### src/rtl/alu_seq_pkg.sv
// Shared definitions for the sequential ALU: opcode and controller state encodings.
package alu_seq_pkg;

  // Codes 0x0-0x9 are unchanged from the combinational ALU; ADC/ROTL/MUL use free codes.
  typedef enum logic [3:0] {
    ALU_SLB    = 4'h0,
    ALU_ADD    = 4'h1,
    ALU_SUB    = 4'h2,
    ALU_SHIFTL = 4'h3,
    ALU_SHIFTR = 4'h4,
    ALU_BNZ    = 4'h5,
    ALU_SLT    = 4'h6,
    ALU_XOR    = 4'h7,
    ALU_AND    = 4'h8,
    ALU_OR     = 4'h9,
    ALU_ADC    = 4'hA,
    ALU_ROTL   = 4'hB,
    ALU_MUL    = 4'hC
  } alu_op_t;

  typedef enum logic [1:0] {
    IDLE = 2'd0,
    EXEC = 2'd1,
    DONE = 2'd2
  } alu_state_t;

endpackage

### src/rtl/alu_seq_mul.sv
// Iterative shift-add multiplier: the first partial product is folded in at start,
// the remaining WIDTH-1 follow one per cycle; done pulses the cycle after the last step.
module mul_shift_add #(
  parameter int WIDTH = 8
) (
  input  logic                 clk,
  input  logic                 reset,
  input  logic                 start,
  input  logic [WIDTH-1:0]     a,
  input  logic [WIDTH-1:0]     b,
  output logic                 busy,
  output logic                 done,
  output logic [2*WIDTH-1:0]   product
);

  logic [2*WIDTH-2:0] mcand;
  logic [WIDTH-1:0]   mplier;
  logic [WIDTH-2:0]   step;

  // Shift-add sequencer with a one-hot step counter.
  always_ff @(posedge clk) begin
    if (reset) begin
      busy    <= 1'b0;
      done    <= 1'b0;
      product <= {(2*WIDTH){1'b0}};
      mcand   <= {(2*WIDTH-1){1'b0}};
      mplier  <= {WIDTH{1'b0}};
      step    <= {(WIDTH-1){1'b0}};
    end else if (start) begin
      product <= b[0] ? {{WIDTH{1'b0}}, a} : {(2*WIDTH){1'b0}};
      mcand   <= {{(WIDTH-2){1'b0}}, a, 1'b0};
      mplier  <= {1'b0, b[WIDTH-1:1]};
      step    <= {{(WIDTH-2){1'b0}}, 1'b1};
      busy    <= 1'b1;
      done    <= 1'b0;
    end else if (busy) begin
      if (mplier[0]) begin
        product <= product + {1'b0, mcand};
      end
      mcand  <= {mcand[2*WIDTH-3:0], 1'b0};
      mplier <= {1'b0, mplier[WIDTH-1:1]};
      step   <= {step[WIDTH-3:0], 1'b0};
      if (step[WIDTH-2]) begin
        busy <= 1'b0;
        done <= 1'b1;
      end
    end else begin
      done <= 1'b0;
    end
  end

endmodule

### src/rtl/alu_seq.sv
// Handshaked ALU: single-cycle ops complete in one cycle, MUL runs iteratively;
// results and flags are registered and held until the consumer takes them.
module alu_seq
  import alu_seq_pkg::*;
#(
  parameter int WIDTH = 8
) (
  input  logic             clk,
  input  logic             reset,
  input  logic             in_valid,
  output logic             in_ready,
  input  logic [3:0]       alu_op,
  input  logic [WIDTH-1:0] read1,
  input  logic [WIDTH-1:0] read0,
  output logic             out_valid,
  input  logic             out_ready,
  output logic [WIDTH-1:0] result,
  output logic             branch_result,
  output logic             carry
);

  localparam int SHW = $clog2(WIDTH);
  localparam logic [WIDTH-1:0] W_LIM = WIDTH'(WIDTH);

  alu_state_t         state;
  alu_op_t            op;
  logic               accept;
  logic               mul_start;
  logic               mul_busy;
  logic               mul_done;
  logic [2*WIDTH-1:0] mul_product;
  logic [WIDTH:0]     sum_add;
  logic [WIDTH:0]     sum_adc;
  logic [WIDTH:0]     diff;
  logic [WIDTH-1:0]   rot_amt;
  logic [2*WIDTH-1:0] rot_dbl;
  logic [WIDTH-1:0]   calc_result;
  logic               calc_branch;
  logic               calc_carry;

  assign op        = alu_op_t'(alu_op);
  assign accept    = (state == IDLE) && in_valid;
  assign mul_start = accept && (op == ALU_MUL);

  assign sum_add = {1'b0, read1} + {1'b0, read0};
  assign sum_adc = {1'b0, read1} + {1'b0, read0} + {{WIDTH{1'b0}}, carry};
  assign diff    = {1'b0, read1} - {1'b0, read0};
  assign rot_amt = read0 % W_LIM;
  assign rot_dbl = {read1, read1} << rot_amt;

  mul_shift_add #(.WIDTH(WIDTH)) u_mul (
    .clk     (clk),
    .reset   (reset),
    .start   (mul_start),
    .a       (read1),
    .b       (read0),
    .busy    (mul_busy),
    .done    (mul_done),
    .product (mul_product)
  );

  // Single-cycle datapath; MUL and unknown opcodes fall through to the NOP result.
  always_comb begin
    calc_result = {WIDTH{1'b0}};
    calc_branch = 1'b0;
    calc_carry  = carry;
    case (op)
      ALU_SLB:    calc_result = {read1[WIDTH-1:WIDTH/2], read0[WIDTH/2-1:0]};
      ALU_ADD:    begin calc_result = sum_add[WIDTH-1:0]; calc_carry = sum_add[WIDTH]; end
      ALU_SUB:    begin calc_result = diff[WIDTH-1:0];    calc_carry = diff[WIDTH];    end
      ALU_ADC:    begin calc_result = sum_adc[WIDTH-1:0]; calc_carry = sum_adc[WIDTH]; end
      ALU_SHIFTL: begin
        if (read0 >= W_LIM) calc_result = {WIDTH{1'b0}};
        else                calc_result = read1 << read0[SHW-1:0];
      end
      ALU_SHIFTR: begin
        if (read0 >= W_LIM) calc_result = {WIDTH{1'b0}};
        else                calc_result = read1 >> read0[SHW-1:0];
      end
      ALU_ROTL:   calc_result = rot_dbl[2*WIDTH-1:WIDTH];
      ALU_BNZ:    calc_branch = (read1 != {WIDTH{1'b0}});
      ALU_SLT:    calc_result = {{(WIDTH-1){1'b0}}, diff[WIDTH]};
      ALU_XOR:    calc_result = read1 ^ read0;
      ALU_AND:    calc_result = read1 & read0;
      ALU_OR:     calc_result = read1 | read0;
      default:    calc_result = {WIDTH{1'b0}};
    endcase
  end

  // Controller FSM with registered handshake, result and flag outputs.
  always_ff @(posedge clk) begin
    if (reset) begin
      state         <= IDLE;
      in_ready      <= 1'b1;
      out_valid     <= 1'b0;
      result        <= {WIDTH{1'b0}};
      branch_result <= 1'b0;
      carry         <= 1'b0;
    end else begin
      case (state)
        IDLE: begin
          if (accept) begin
            in_ready <= 1'b0;
            if (op == ALU_MUL) begin
              state <= EXEC;
            end else begin
              state         <= DONE;
              out_valid     <= 1'b1;
              result        <= calc_result;
              branch_result <= calc_branch;
              carry         <= calc_carry;
            end
          end
        end
        EXEC: begin
          if (mul_done && !mul_busy) begin
            state         <= DONE;
            out_valid     <= 1'b1;
            result        <= mul_product[WIDTH-1:0];
            branch_result <= 1'b0;
            carry         <= |mul_product[2*WIDTH-1:WIDTH];
          end
        end
        DONE: begin
          if (out_ready) begin
            state     <= IDLE;
            out_valid <= 1'b0;
            in_ready  <= 1'b1;
          end
        end
        default: begin
          state     <= IDLE;
          in_ready  <= 1'b1;
          out_valid <= 1'b0;
        end
      endcase
    end
  end

endmodule
### config.mk
export PLATFORM = sky130hd
export DESIGN_NAME = alu_seq
export DESIGN_NICKNAME = d
export VERILOG_FILES = /design/src/rtl/alu_seq_pkg.sv /design/src/rtl/alu_seq_mul.sv /design/src/rtl/alu_seq.sv
export SDC_FILE = /design/constraint.sdc
export NUM_CORES = 1
export LEC_CHECK = 0
export ABC_AREA = 1
export BUFFER_PORTS_ARGS = -buffer_cell sky130_fd_sc_hd__buf_2
export CORE_MARGIN = 1.5
export CORE_UTILIZATION = 35
export CTS_CLUSTER_DIAMETER = 80
export CTS_CLUSTER_SIZE = 20
export DETAILED_ROUTE_END_ITERATION = 12
export SLEW_MARGIN = 15
export SYNTH_ARGS = -nofsm -noshare
export SYNTH_HDL_FRONTEND = slang
export SYNTH_HIERARCHICAL = 1
export SYNTH_SLANG_ARGS = --single-unit
### constraint.sdc
create_clock -name clk -period 2.5 [get_ports clk]
set_clock_uncertainty 0.05 [all_clocks]
set_input_delay 0.25 -clock clk [delete_from_list [all_inputs] [get_ports clk]]
set_output_delay 0.25 -clock clk [all_outputs]
set_load 0.1 [all_outputs]
Yosys cells after proc, flatten, opt, wreduce, memory -nomap -nowiden
Cells that the tools add are included.

Bits in registers: 60. Input bits: 24.

$add $sub $neg: 4. Magnitude comparators: 1. Equal/unequal tests: 19. Shifts and indexed selects: 3. Multiplexer cells: 43. Bitwise logic cells: 5. Reductions and logical operators: 19.

Operator list (count): $pmux 8 s11 (1); $mux 16 (3); $mux 8 (6); $eq 4x4->1 const B (5); $mux 1 (18); $mux 9 (2); $add 16x15->16 (1); $eq 4x3->1 const B (4); $pmux 8 s2 (1); $shl 16x3->16 (1); $mux 7 (2); $add 8x8->9 (1); $add 9x1->9 (1); $pmux 1 s3 (3); $sub 8x8->9 (1); $and 8x8->8 (1); $eq 4x2->1 const B (2); $ge 8x4->1 const B (1); $mux 2 (4); $ne 2x2->1 const B (4); $or 8x8->8 (1); $reduce_and 4->1 (2); $reduce_bool 8->1 (1); $reduce_or 8->1 (1); 20 further kinds (27).

Depth between registers and ports, before layout
Gate-level depths: netlist (run 1).

Depth in word-level cells: 6. Gate-level depth with buffers: 18.

Modules after synthesis
The synthesis (run 1) kept the hierarchy.

Modules (own cells, without submodules): alu_seq (instances 1, cells an instance 508, area an instance 2845.2 um2); mul_shift_add (instances 1, cells an instance 402, area an instance 2693.8 um2).

Worst setup path before layout (run 1)
No wires, ideal clock.

Path type: register -> register. From: register carry. To: register result[6]. Setup time: 0.069 ns. Arrival time: 2.214 ns. Setup slack: 0.167 ns. Cell stages (with the launch flop): 12. Clock period less this slack: 2.333 ns. Cell sequence: dfxtp_1 > ha_1 > ha_1 > inv_1 > nor2_2 > nand3_4 > nor2_4 > xor2_1 > nand2_1 > nand2_1 > nand2_1 > a21oi_2.

Longest elaborated chain between the ends: 5.

RTL lines: start, declared (RTL line alu_seq.sv:19) `output logic carry`; start signal, assigned (RTL line alu_seq.sv:111) `carry <= calc_carry;`; start signal, assigned (RTL line alu_seq.sv:121) `carry <= |mul_product[2*WIDTH-1:WIDTH];`; $add 9x1->9 (RTL line alu_seq.sv:46) `assign sum_adc = {1'b0, read1} + {1'b0, read0} + {{WIDTH{1'b0}}, carry};`; $pmux 8 s11 (RTL line alu_seq.sv:67) `case (op)`; $mux 8 (RTL line alu_seq.sv:104) `if (op == ALU_MUL) begin`; $mux 8 (RTL line alu_seq.sv:102) `if (accept) begin`; $pmux 8 s2 (RTL line alu_seq.sv:100) `case (state)`; end signal, assigned (RTL line alu_seq.sv:96) `result <= {WIDTH{1'b0}};`; end signal, assigned (RTL line alu_seq.sv:109) `result <= calc_result;`; end signal, assigned (RTL line alu_seq.sv:119) `result <= mul_product[WIDTH-1:0];`; end, declared (RTL line alu_seq.sv:17) `output logic [WIDTH-1:0] result,`.

No other way between the ends. The select of a mux whose other input is x is not followed. A chain may end at the register's enable or synchronous reset.

Worst setup path after layout (run 1)
From: input port read1[0]. To: register carry.

Longest elaborated chain between the ends: 6. Elaborated cells on any way between the ends: 7. Those cells by class: add/sub: 3; mux: 4.

RTL lines: start, declared (RTL line alu_seq.sv:13) `input logic [WIDTH-1:0] read1,`; $add 8x8->9 (RTL line alu_seq.sv:45, alu_seq.sv:46); $add 9x1->9 (RTL line alu_seq.sv:46); $pmux 1 s3 (*) (RTL line alu_seq.sv:67); $mux 1 (*) (RTL line alu_seq.sv:104); $mux 1 (*) (RTL line alu_seq.sv:102); $pmux 1 s2 (*) (RTL line alu_seq.sv:100).

Mark *: on every way between the ends. The rest lies on a longest branch, timed or not. The select of a mux whose other input is x is not followed.

==> impl_metrics.env, run 1 <==
export IMPL_utilization_pct=41.55
export IMPL_dp_hpwl_um=14420
export IMPL_clk_pin_slew_ns=0.05
export IMPL_vdd_drop_max_v=0.0005998
export IMPL_ctsRootBufferMaster="clkbuf_16"
export IMPL_fp_dieW_um=128.8
export IMPL_cp_arrival_ns=2.29
export IMPL_track_usage_pct=22.71
export IMPL_crit_type="primary input to flip-flop"
export IMPL_gp_congestion=0.9611
export IMPL_slew_headroom_pct=56.63
export IMPL_hp_start="read0[7]"
export IMPL_synth_most_common_cell="nand2_1"
export IMPL_placed_area_um2=6082
export IMPL_io_buffers=35
export IMPL_cts_buffers=9
export IMPL_pin_count=36
export IMPL_critPathCaptureType="flip-flop"
export IMPL_drive_above_1_share_pct=13.31
export IMPL_yosys_area_top_type="dfxtp_1"
export IMPL_hold_path_depth=3
export IMPL_finalNonFillerCells=1180
export IMPL_core_area_um2=15310
export IMPL_synth_edf_count=0
export IMPL_syn_instance_count=910
export IMPL_cts_tree="built"
export IMPL_reg2reg_depth=11
export IMPL_dpl_worst_slack_ns=0.08061
export IMPL_num_rows=45
export IMPL_startpoint_type="primary input"
export IMPL_synth_top_area_share_pct=21.69
export IMPL_hold_violations=0
export IMPL_fin_crit_sh_pct=83.08
export IMPL_avgSynthCellArea_um2=6.087
export IMPL_syn_cell_area_um2=5539
export IMPL_synthFlopType="dfxtp_1"
export IMPL_holdWs_ns=0.1904
export IMPL_drv_cap=0
export IMPL_cp_data_required_time_ns=2.71
export IMPL_grt_pass1_wl_um=29240
export IMPL_grt_pass1_vias=5623
export IMPL_synth_seq_cells=60
export IMPL_power_leakage_nw=3.077
export IMPL_postRouteAntennaNets=0
export IMPL_ctsResizeCount=0
export IMPL_clock_sinks=60
export IMPL_finalSetupViolations=0
export IMPL_vias=6049
export IMPL_viasPerCell=5.126
export IMPL_syn_num_nets=978
export IMPL_fin_crit_ns=2.077
export IMPL_synth_cell_types=49
export IMPL_post_drt_wl_per_cell_um=15.19
export IMPL_power_mw=3.549
export IMPL_ys_seq_area_share_pct=21.69
export IMPL_areaGrowthSynthToFinish_pct=14.89
export IMPL_clkLatencyLatePin_ns=0.34
export IMPL_status="finished clean"
export IMPL_worst_slew_pin_slew_ns=0.6446
export IMPL_p_per_area_nw_per_um2=557.8
export IMPL_yosys_warnings=6
export IMPL_antenna_found_initial=0
export IMPL_hold_path_class="primary input to flip-flop"
export IMPL_die_area_um2=16590
export IMPL_post_cts_setup_buffers=0
export IMPL_fmax_mhz=481.5
export IMPL_dp_cells=1164
export IMPL_worst_slack_ns=0.4231
export IMPL_clockBufferDepth=2
export IMPL_rsz0062_at_grt="false"
export IMPL_async_reset_ff_share_pct=0
export IMPL_route_detailed_drc=0
export IMPL_initialDrtViolationCount=416
export IMPL_num_fill_cells=1716
export IMPL_n_antenna_cell=0
export IMPL_htree_levels=3
export IMPL_finalInstanceArea_um2=6364
export IMPL_rr_endpoint="u_mul/product[13]"
export IMPL_synth_area_leaders="dfxtp_1, nand2_1, ha_1"
export IMPL_setup_tns_final_ns=0
export IMPL_die_y_um=128.8
export IMPL_ctsHoldBuffers=0
export IMPL_routed_wl_um=17920
export IMPL_r2r_setup_slack_ns=0.43
export IMPL_ys_top_cells_by_count="nand2_1, inv_1, nor2_1, a21oi_1, nand3_1"
export IMPL_overflow=0
export IMPL_crit_fanout=5
export IMPL_hold_end="u_mul/mplier[6]"
export IMPL_dr_pass1_iters=5
export IMPL_drv_slew=0
export IMPL_r2r_start="u_mul/product[1]"
export IMPL_grt_max_degree=29
export IMPL_start_util_pct=36.17
export IMPL_nets=1032
kinds of logic after synthesis:
family          share of synthesized area, %
compound gates                         19.67
fa+ha+maj                              10.35
flops                                  21.69
buf+inv                                11.56
simple gates                           36.41
xor+xnor                              0.3163
sequential cells by signal, summed over array words and instances (netlist names), 2 cells and up:
| register | flops |
|---|---|
| u_mul/mplier | 7 |
| u_mul/product | 16 |
| u_mul/step | 7 |
| state | 2 |
| result | 8 |
| u_mul/mcand | 14 |
final cells by class:
cell class | instances | area (um^2) | area share, %
clock inverters | 7 | 56.30 | 0.8848
inverters | 134 | 504.2 | 7.924
multi-input cells | 694 | 3700 | 58.14
clock buffers | 9 | 225.2 | 3.539
well taps | 211 | 264.0 | 4.149
flip-flops and latches | 60 | 1201 | 18.88
repair buffers | 65 | 412.9 | 6.488
worst max-delay path by stage:
stage | cells after the start | to | start | slack [ns]
global placement | 15 | result[6] | read1[0] | 0.14
CTS | 16 | carry | read1[0] | 0.43
finish | 16 | carry | read1[0] | 0.42
global route | 8 | u_mul/product[1] | state[1] | 0.24
floorplan | 11 | result[6] | carry | 0.17
detailed placement | 16 | carry | read1[0] | 0.08
cell usage in the layout (no fill, tap or decap), types with 9 or more instances in the layout:
master	synthesis	layout
nand2_1	252	252
inv_1	118	118
nor2_1	75	74
a21oi_1	72	72
nand3_1	70	70
dfxtp_1	60	60
o21ai_0	57	57
ha_1	41	41
buf_2	9	35
buf_4	3	29
nand4_1	20	20
inv_2	12	12
nand2_2	12	12
o211ai_1	11	11
o22ai_1	10	10
clkbuf_16	0	9
per-layer routing:
metal	share of wire [%]	vias to the layer above	global-route usage, %
li1	-	3117	-
met1	49	2718	32.10
met2	43	185	35.20
met3	5.8	29	3.992
met4	2.2	0	6.808
met5	0	-	0
critical path: stages:
cell     delay (ns)
buf_2          0.13
ha_1           0.23
inv_1          0.09
fa_1           0.43
inv_1          0.09
ha_1           0.17
inv_1          0.05
nor2_2         0.18
nand3_4        0.10
nor2_4         0.11
nand3_1        0.08
nand2_1        0.06
nand3_1        0.06
nand2_1        0.06
nand2_1        0.04
a21oi_1        0.14
where the power goes:
group / internal, mW / switching [mW]
logic: 0.311 / 0.996
registers: 1.03 / 0.0448
clock network: 0.681 / 0.485
total: 2.02 / 1.53
(Power assumes the default switching activity.)
==> run 2, diff against run 1 <==
==> constraint.sdc (replaced) <==
create_clock -name clk -period 2.1 [get_ports clk]
set_clock_uncertainty 0.05 [all_clocks]
set_input_delay 0.21 -clock clk [delete_from_list [all_inputs] [get_ports clk]]
set_output_delay 0.21 -clock clk [all_outputs]
set_load 0.1 [all_outputs]
==> impl_metrics.env, run 2 (same netlist as run 1, synthesis figures left out) <==
export IMPL_met3WireLength_um=1490
export IMPL_post_drt_wl_per_cell_um=15.21
export IMPL_largest_reg_flops=16
export IMPL_drv_cap=0
export IMPL_clkLatencyLatePin_ns=0.34
export IMPL_final_cell_mix="nand2_1, inv_1, buf_4"
export IMPL_nets=1079
export IMPL_p_per_area_nw_per_um2=655.2
export IMPL_clock_sinks=60
export IMPL_crit_family="simple AND/OR/NAND/NOR gates"
export IMPL_finalInstanceArea_um2=6768
export IMPL_drv_slew=0
export IMPL_antenna_found_initial=0
export IMPL_hold_end="u_mul/mplier[6]"
export IMPL_fp_dieW_um=128.8
export IMPL_dpl_worst_slack_ns=-0.2364
export IMPL_cp_slowest_cell="fa_1"
export IMPL_fmax_mhz=507.9
export IMPL_viasPerCell=5.068
export IMPL_clockBufferDepth=2
export IMPL_grt_pass1_wl_um=29690
export IMPL_p_clk_share_pct=33.8
export IMPL_crit_type="primary input to flip-flop"
export IMPL_worst_slack_ns=0.1310
export IMPL_rr_endpoint="u_mul/product[13]"
export IMPL_startpoint_type="primary input"
export IMPL_switching_power_mw=1.814
export IMPL_fin_crit_ns=1.969
export IMPL_r2r_setup_slack_ns=0.17
export IMPL_hold_violations=0
export IMPL_r2r_start="u_mul/mcand[1]"
export IMPL_die_area_um2=16590
export IMPL_n_antenna_cell=0
export IMPL_htree_levels=3
export IMPL_crit_cells=14
export IMPL_worst_slew_pin_slew_ns=0.6610
export IMPL_ctsRootBufferMaster="clkbuf_16"
export IMPL_pin_count=36
export IMPL_track_usage_pct=23.09
export IMPL_slowest_delay_ns=0.42
export IMPL_cts_buffers=9
export IMPL_grt_pass1_vias=5618
export IMPL_start_util_pct=36.17
export IMPL_route_detailed_drc=0
export IMPL_regMostFlops="u_mul/product"
export IMPL_critPathCaptureType="flip-flop"
export IMPL_wl_met2_um=7804
export IMPL_drive_above_1_share_pct=17.91
export IMPL_gp_congestion=0.9912
export IMPL_met1Wirelength_um=8970
export IMPL_cp_arrival_ns=2.14
export IMPL_core_area_um2=15310
export IMPL_holdWs_ns=0.1394
export IMPL_io_buffers=35
export IMPL_crit_fanout=4
export IMPL_power_leakage_nw=3.300
export IMPL_status="finished clean"
export IMPL_fin_crit_sh_pct=93.76
export IMPL_slew_headroom_pct=55.53
export IMPL_grt_max_degree=25
export IMPL_power_mw=4.435
export IMPL_dp_cells=1211
export IMPL_combPwrFrac_pct=37.2
export IMPL_postRouteAntennaNets=0
export IMPL_vias=6218
export IMPL_overflow=0
export IMPL_internal_power_mw=2.621
export IMPL_swShare_pct=40.91
export IMPL_finalNonFillerCells=1227
export IMPL_path_cells="buf_2 > buf_4 > inv_1 > ha_1 > inv_1 > fa_1 > nand4_1 > nand3_1 > o21ai_0 > nand3_1 > nor2_1 > nand2_1 > nand2_1 > a21oi_2"
export IMPL_routed_wl_um=18670
export IMPL_reg_largest_list="u_mul/product x16, u_mul/mcand x14, result x8"
export IMPL_reg2reg_depth=11
export IMPL_ctsHoldBuffers=0
export IMPL_cp_data_required_time_ns=2.27
export IMPL_hold_path_depth=2
export IMPL_hold_path_class="primary input to flip-flop"
export IMPL_areaGrowthSynthToFinish_pct=22.18
export IMPL_die_y_um=128.8
export IMPL_num_fill_cells=1666
export IMPL_top_layer="met4"
export IMPL_final_common_cell="nand2_1"
export IMPL_post_cts_setup_buffers=0
export IMPL_finalSetupViolations=0
export IMPL_cts_tree="built"
export IMPL_rsz0062_at_grt="false"
export IMPL_vdd_drop_max_v=0.0007625
export IMPL_dp_hpwl_um=15120
export IMPL_clk_pin_slew_ns=0.06
export IMPL_path_buf_inv=4
export IMPL_initialDrtViolationCount=557
export IMPL_num_rows=45
export IMPL_hp_start="reset"
export IMPL_dr_pass1_iters=5
export IMPL_placed_area_um2=6446
export IMPL_pwr_share_seq_pct=29.0
[run 2: repair_timing]
action                                 CTS  global route
gates resized for setup                  0             6
endpoints found under the hold margin    0             0
setup endpoints to repair                0             4
[run 2: per-layer routing]
layer  track usage, %  up-vias
met4            7.204        0
met1            32.88     2773
met3            5.198       31
met5                0        -
li1                 -     3202
met2            34.44      212
[run 2: per-stage QoR]
stage | setup TNS, ns | util, %
detailed placement | -1.317 | 42.09
floorplan | 0 | -
global route | 0 | 44.19
CTS | 0 | 44.08
finish | 0 | 44.19
global placement | -1.030 | 42.09
[run 2: cell type report]
| class | count | area [um^2] | area share [%] |
|---|---|---|---|
| clock buffer | 11 | 242.7 | 3.587 |
| inverter | 134 | 506.7 | 7.488 |
| multi-input combinational | 694 | 3725 | 55.04 |
| clock inverter | 5 | 61.31 | 0.9059 |
| timing repair buffer | 112 | 765.7 | 11.31 |
| sequential | 60 | 1202 | 17.77 |
| tap | 211 | 264.0 | 3.901 |
[run 2: power by group through the flow]
stage / Sequential, mW / Combinational, mW / Clock, mW
4_1_cts: 1.29 / 1.63 / 1.53
5_1_grt: 1.30 / 1.78 / 1.57
3_3_place_gp: 1.31 / 1.62 / 0
3_5_place_dp: 1.31 / 1.63 / 0
2_1_floorplan: 1.79 / 0.676 / 0
6_report: 1.29 / 1.65 / 1.50
[run 2: how the worst max path moves through the flow]
stage	to	slack, ns	start
floorplan	result[6]	0.02	read0[1]
global placement	carry	-0.19	read1[0]
detailed placement	carry	-0.24	read1[0]
CTS	result[6]	0.11	read1[0]
global route	result[7]	0.01	read0[0]
finish	result[6]	0.13	read1[0]
